$ cat src/rtl/read_arbiter.sv
// Two-requester read arbiter onto one downstream read port, one read in flight.
// Define READ_ARBITER_ROUND_ROBIN_EN for round-robin; default is s1-first priority.
module read_arbiter #(
    parameter int ADDR_WIDTH = 32,
    parameter int DATA_WIDTH = 32
) (
    input  logic                  aclk,
    input  logic                  aresetn,
    input  logic [ADDR_WIDTH-1:0] s0_araddr,
    input  logic [2:0]            s0_arprot,
    input  logic                  s0_arvalid,
    output logic                  s0_arready,
    output logic [DATA_WIDTH-1:0] s0_rdata,
    output logic [1:0]            s0_rresp,
    output logic                  s0_rvalid,
    input  logic                  s0_rready,
    input  logic [ADDR_WIDTH-1:0] s1_araddr,
    input  logic [2:0]            s1_arprot,
    input  logic                  s1_arvalid,
    output logic                  s1_arready,
    output logic [DATA_WIDTH-1:0] s1_rdata,
    output logic [1:0]            s1_rresp,
    output logic                  s1_rvalid,
    input  logic                  s1_rready,
    output logic [ADDR_WIDTH-1:0] m_araddr,
    output logic [2:0]            m_arprot,
    output logic                  m_arvalid,
    input  logic                  m_arready,
    input  logic [DATA_WIDTH-1:0] m_rdata,
    input  logic [1:0]            m_rresp,
    input  logic                  m_rvalid,
    output logic                  m_rready
);

    typedef enum logic [1:0] {
        IDLE,
        ADDR,
        DATA
    } state_e;

    state_e                state_q, state_d;
    logic                  grant_q, grant_d;
    logic [ADDR_WIDTH-1:0] addr_q, addr_d;
    logic [2:0]            prot_q, prot_d;
    logic                  win;
    logic                  accept;
    logic                  in_data;

`ifdef READ_ARBITER_ROUND_ROBIN_EN
    // last_q holds the most recent winner; reset value 1 lets s0 win first
    logic last_q, last_d;

    assign win    = (s0_arvalid & s1_arvalid) ? ~last_q : s1_arvalid;
    assign last_d = accept ? win : last_q;

    always_ff @(posedge aclk or negedge aresetn) begin
        if (!aresetn) begin
            last_q <= 1'b1;
        end else begin
            last_q <= last_d;
        end
    end
`else
    assign win = s1_arvalid;
`endif

    // aresetn gate keeps arready low while reset is held
    assign accept  = (state_q == IDLE) & (s0_arvalid | s1_arvalid) & aresetn;
    assign in_data = (state_q == DATA);

    always_comb begin
        state_d = state_q;
        grant_d = grant_q;
        addr_d  = addr_q;
        prot_d  = prot_q;
        unique case (state_q)
            IDLE: begin
                if (accept) begin
                    state_d = ADDR;
                    grant_d = win;
                    addr_d  = win ? s1_araddr : s0_araddr;
                    prot_d  = win ? s1_arprot : s0_arprot;
                end
            end
            ADDR: begin
                if (m_arready) begin
                    state_d = DATA;
                end
            end
            DATA: begin
                if (m_rvalid & m_rready) begin
                    state_d = IDLE;
                end
            end
            default: state_d = IDLE;
        endcase
    end

    always_ff @(posedge aclk or negedge aresetn) begin
        if (!aresetn) begin
            state_q <= IDLE;
            grant_q <= 1'b0;
            addr_q  <= '0;
            prot_q  <= '0;
        end else begin
            state_q <= state_d;
            grant_q <= grant_d;
            addr_q  <= addr_d;
            prot_q  <= prot_d;
        end
    end

    assign s0_arready = accept & ~win;
    assign s1_arready = accept & win;

    assign m_araddr  = addr_q;
    assign m_arprot  = prot_q;
    assign m_arvalid = (state_q == ADDR);

    assign m_rready  = in_data & (grant_q ? s1_rready : s0_rready);

    assign s0_rvalid = in_data & ~grant_q & m_rvalid;
    assign s1_rvalid = in_data & grant_q & m_rvalid;
    assign s0_rdata  = (in_data & ~grant_q) ? m_rdata : '0;
    assign s1_rdata  = (in_data & grant_q) ? m_rdata : '0;
    assign s0_rresp  = (in_data & ~grant_q) ? m_rresp : '0;
    assign s1_rresp  = (in_data & grant_q) ? m_rresp : '0;

endmodule

$ cat config.mk
export PLATFORM = sky130hd
export DESIGN_NAME = read_arbiter
export DESIGN_NICKNAME = d
export VERILOG_FILES = /design/src/rtl/read_arbiter.sv
export SDC_FILE = /design/constraint.sdc
export NUM_CORES = 1
export LEC_CHECK = 0
export ABC_AREA = 1
export CORE_UTILIZATION = 29
export CTS_CLUSTER_DIAMETER = 100
export CTS_CLUSTER_SIZE = 30
export DETAILED_ROUTE_END_ITERATION = 10
export PLACE_DENSITY_LB_ADDON = 0.25
export RECOVER_POWER = 50
export SLEW_MARGIN = 20
export SYNTH_ARGS = -nofsm -noshare
export SYNTH_HDL_FRONTEND = slang
export SYNTH_SLANG_ARGS = --single-unit
$ cat constraint.sdc
create_clock -name aclk -period 1.25 [get_ports aclk]
set_input_delay 0.125 -clock aclk [delete_from_list [all_inputs] [get_ports aclk]]
set_output_delay 0.125 -clock aclk [all_outputs]
set_load 0.01 [all_outputs]
### After elaboration in Yosys (flattened, before gate mapping)

Cells that the tools add are included.
Widths: inputs -> output; s select.

* bits in read-only memories: 0
* output and inout bits: 109
* bits in registers: 38
* word-level logic and storage cells: 36
* memories: 0
* bits in latches: 0
* memory bits (writable): 0

* order comparisons: 0
* mux-type cells: 11
* add/sub/neg operators: 0
* shifts and indexed selects: 0
* reductions and logical operators: 3
* divide/modulo/power cells: 0
* bitwise operators: 13
* eq/ne operators: 5
* multipliers: 0

Operators with widths (count)
* $mux 32: 3
* $and 1x1->1: 10
* $mux 2: 5
* $pmux 2 s3: 1
* $ne 2x1->1 const B: 2
* $mux 3: 1
* $reduce_and 3->1: 1
* $eq 2x1->1 const B: 1
* $eq 2x2->1 const B: 1
* $logic_not 2->1: 1
* $ne 2x2->1 const B: 1
* $not 1->1: 2
* $reduce_and 2->1: 1
* $mux 1: 1
* $or 1x1->1: 1

### Longest topological paths before layout

* depth in word-level cells: 5
* mapped depth: 7
* depth with buffers taken out: 6

### Worst setup path before layout

Ideal clock, no wire load.

* path type: flip-flop to output port
* from: register state_q[0]
* to: output port s0_arready
* slack: 0.014 ns
* path buffers: 2
* stages on the path, launching flop included: 6
* arrival time: 1.111 ns
* cells stage by stage: dfrtp_1 nor3b_4 buf_6 buf_6 nand3_1 inv_1

* word-level cells in the longest chain between the ends: 4

Ends and longest elaborated chain
* start, declared: line 41 `state_e state_q, state_d;`
* start signal, assigned: line 106 `state_q <= state_d;`
* $logic_not 2->1: line 68 `assign accept = (state_q == IDLE) & (s0_arvalid | s1_arvalid) & aresetn;`
* $and 1x1->1 (2 in series): line 68
* $and 1x1->1: line 113 `assign s0_arready = accept & ~win;`
* end, declared: line 12 `output logic s0_arready,`

No other way between the ends.

### Worst setup path after layout

* from: register state_q[0]
* to: output port s1_rdata[14]

* word-level cells in the longest chain between the ends: 3

Ends and longest elaborated chain
* $eq 2x2->1: line 69 `assign in_data = (state_q == DATA);`
* $and 1x1->1: line 125 `assign s1_rdata = (in_data & grant_q) ? m_rdata : '0;`
* $mux 32: line 125
* end, declared: line 21 `output logic [DATA_WIDTH-1:0] s1_rdata,`

No other way between the ends.

==> flow_metrics.py <==
metrics = {
    "floorplanning": {
        "die-area_um2": 9123,
        "dieWidth_um": 95.52,
        "die_h_um": 95.52,
        "core_um2": 8341,
        "start_util_pct": 30.41,
        "ios": 221,
        "rows": 33,
    },
    "detailed_routing": {
        "drt_wl_total_mm": 10.28,
        "vias": 3333,
        "wire_per_inst_um": 13.74,
        "antenna_left": 0,
        "first_iter_violations": 60,
        "drt_first_pass_iters": 4,
        "drc_errors": 0,
        "viasPerCell": 4.456,
    },
    "clocking": {
        "cts_root_buf": "clkbuf_8",
        "htreeDepth": 2,
        "clock_path_buffers": 2,
        "clk_latency_ps": 290,
        "clk_pin_slew_ps": 70,
        "cts.sinks": 38,
        "cts_tree": "yes",
        "numCtsBuffers": 5,
    },
    "synthesis": {
        "ys_seq_area_share_pct": 37.49,
        "ys_types": 19,
        "synthTopCellsByCount": "nand2_1 (185), nor2_1 (70), inv_1 (40)",
        "yosysMostFrequentCell": "nand2_1",
        "synth_ff_type": "dfrtp_1",
        "netlist_area_um2": 2536,
        "synth-seq-cells": 38,
        "synthCells": 403,
        "synth.area.top_cells": "dfrtp_1 (37%), nand2_1 (27%), nor2_1 (10%)",
        "synth_nets": 515,
        "yosysWarnings": 0,
        "syn_area_per_cell_um2": 6.293,
        "synth_top_area_share_pct": 37.49,
        "async_flop_share_pct": 100.0,
        "synth_top_area_cell": "dfrtp_1",
        "synth_edf_count": 0,
    },
    "min_path": {
        "min-delay-path-class": "input port to flip-flop",
    },
    "outcome": {
        "violations": "negative setup slack",
        "status": "complete, but fails checks",
    },
    "grt": {
        "overflow": 0,
        "grt_max_degree": 39,
        "grt_pass1_vias": 3125,
        "grt_pass1_wl_mm": 14.48,
        "antenna_found_initial": 0,
        "track_usage_pct": 20.66,
    },
    "timing": {
        "whs_ps": 416.1,
        "layout_setup_ws_ps": -313.2,
        "worstMarginPinSlew_ps": 521.0,
        "clock.fmax_mhz": 639.7,
        "rsz0062_at_grt": "true",
        "drv_slew": 0,
        "finClkSkew_ps": 2.373,
        "finalSetupViolCount": 112,
        "slew-limit-headroom_pct": 65.27,
        "finalCriticalPeriod_ps": 1563,
        "period_share_pct": 125.1,
        "hold_violations": 0,
    },
    "critical_path": {
        "crit_path_start_kind": "flip-flop",
        "worst_ep_arrival_time_ps": 1440,
        "slowest_delay_ps": 430,
        "cp-end-kind": "output port",
        "crit_path_top_delay_cell": "dfrtp_2",
        "path_cells": "nor2_4 -> nand2_4 -> clkbuf_16 -> nor2_1 -> buf_2",
        "worstPathRequired_ps": 1120,
        "worstPathMaxFanout": 17,
        "worstSetupPathType": "flip-flop to output port",
    },
    "power_and_ir_drop": {
        "powerDensity_nw_per_um2": 1562,
        "p_leak_nw": 2.916,
        "ir_drop_mv": 0.8625,
    },
    "placement": {
        "place.gp.congestion": 0.7356,
        "pre_cts_ws_ps": -458.4,
        "io_buffers": 220,
        "hpwl_mm": 7.569,
    },
    "finish": {
        "fillers": 788,
        "antenna-diode-count": 0,
        "syn2layout_area_growth_pct": 100.3,
        "layout-drive-gt1-share_pct": 25.82,
        "nets": 755,
    },
    "job": {
        "cap_violations": 0,
    },
}
## where the power goes
part           switching [mW]  internal [mW]
sequential              0.333           1.83
combinational            2.37           2.33
clock                   0.438          0.638
total                    3.14           4.80
## registers in the layout, indices dropped and copies added, names as in the netlist
| register | count |
|---|---|
| state_q | 2 |
| m_araddr | 32 |
| m_arprot | 3 |
| grant_q | 1 |
## routing by layer
metal	global-route usage, %	up-vias	part of all wire (%)
li1	-	1674	-
met1	20.57	1488	37
met2	38.87	154	50
met3	7.177	17	10
met4	8.209	0	3.1
met5	0	-	0
## worst max-delay path, delay by kind of cell (launching register included)
family,cells,cell delay (ps)
and+or+nand+nor,3,370
buffers and inverters,2,340
DFF,1,430
## kinds of logic after synthesis
group                  after synthesis  share of synthesized area (%)
AO/OA/AOI/OAI                        1                         0.1971
buffers and inverters               65                          12.68
flip-flops                          38                          37.49
AND/OR/NAND/NOR                    299                          49.63
## final cells by class
cell class | count | area, um^2 | area share [%]
clock buffer | 6 | 82.58 | 1.625
clock inverter | 1 | 30.03 | 0.5910
inverter | 41 | 153.9 | 3.029
multi-input combinational | 300 | 1400 | 27.55
sequential | 38 | 952.2 | 18.74
tap | 105 | 131.4 | 2.586
timing repair buffer | 257 | 2331 | 45.88
## path summary, 6_finish.rpt
path,startpoint,to,slack (ps),depth (start not counted)
max,state_q[0]$_DFFE_PN0P_,s1_rdata[14],-310,5
min,m_arready,state_q[1]$_DFFE_PN0P_,420,3
max reg2reg,state_q[0]$_DFFE_PN0P_,m_araddr[4]$_DFFE_PN0P_,-280,8
min reg2reg,m_araddr[9]$_DFFE_PN0P_,m_araddr[9]$_DFFE_PN0P_,470,2
max in group asynchronous,aresetn,state_q[0]$_DFFE_PN0P_,340,3
min in group asynchronous,aresetn,m_araddr[12]$_DFFE_PN0P_,530,3
## placed cells by master, fill, tap and decap left out
| master | instances |
|---|---|
| dfrtp_1 | 37 |
| clkbuf_16 | 3 |
| inv_1 | 36 |
| nand3_1 | 26 |
| nor3b_4 | 1 |
| nand2_8 | 1 |
| buf_4 | 18 |
| clkbuf_4 | 1 |
| clkdlybuf4s50_1 | 110 |
| dfrtp_2 | 1 |
| buf_12 | 6 |
| nor2_4 | 10 |
| or2_1 | 1 |
| o21ai_1 | 1 |
| buf_2 | 60 |
| clkbuf_1 | 1 |
| dlygate4sd3_1 | 1 |
| dlymetal6s2s_1 | 2 |
| nand2_4 | 2 |
| dlygate4sd2_1 | 33 |
| nand2_2 | 4 |
| nor2_1 | 48 |
| buf_16 | 1 |
| inv_2 | 5 |
| nand2_1 | 181 |
| buf_6 | 21 |
| clkbuf_8 | 6 |
| nor2_2 | 13 |
| nand3_2 | 11 |
| bufinv_16 | 1 |
| and2_4 | 1 |
## metrics by stage
step | instances | power, mW | setup TNS (ps) | utilization, % | area [um^2]
2_1_floorplan | 403 | 4.071 | 0 | - | 2536
3_3_place_gp | 721 | 6.768 | -34690 | 58.60 | 4887
3_5_place_dp | 721 | 6.840 | -36980 | 58.60 | 4887
4_1_cts | 741 | 7.629 | -26540 | 57.59 | 4803
5_1_grt | 748 | 8.504 | -35130 | 60.92 | 5081
6_report | 748 | 7.938 | -28230 | 60.92 | 5081
## what timing repair did
item	CTS	global route
resized for setup	359	48
hold buffers	1	0
cloned	1	5
pin swaps	6	4
buffers inserted	12	4
hold endpoints to repair	38	0
setup endpoints to repair	146	114
Power figures use the tool's default switching activity.
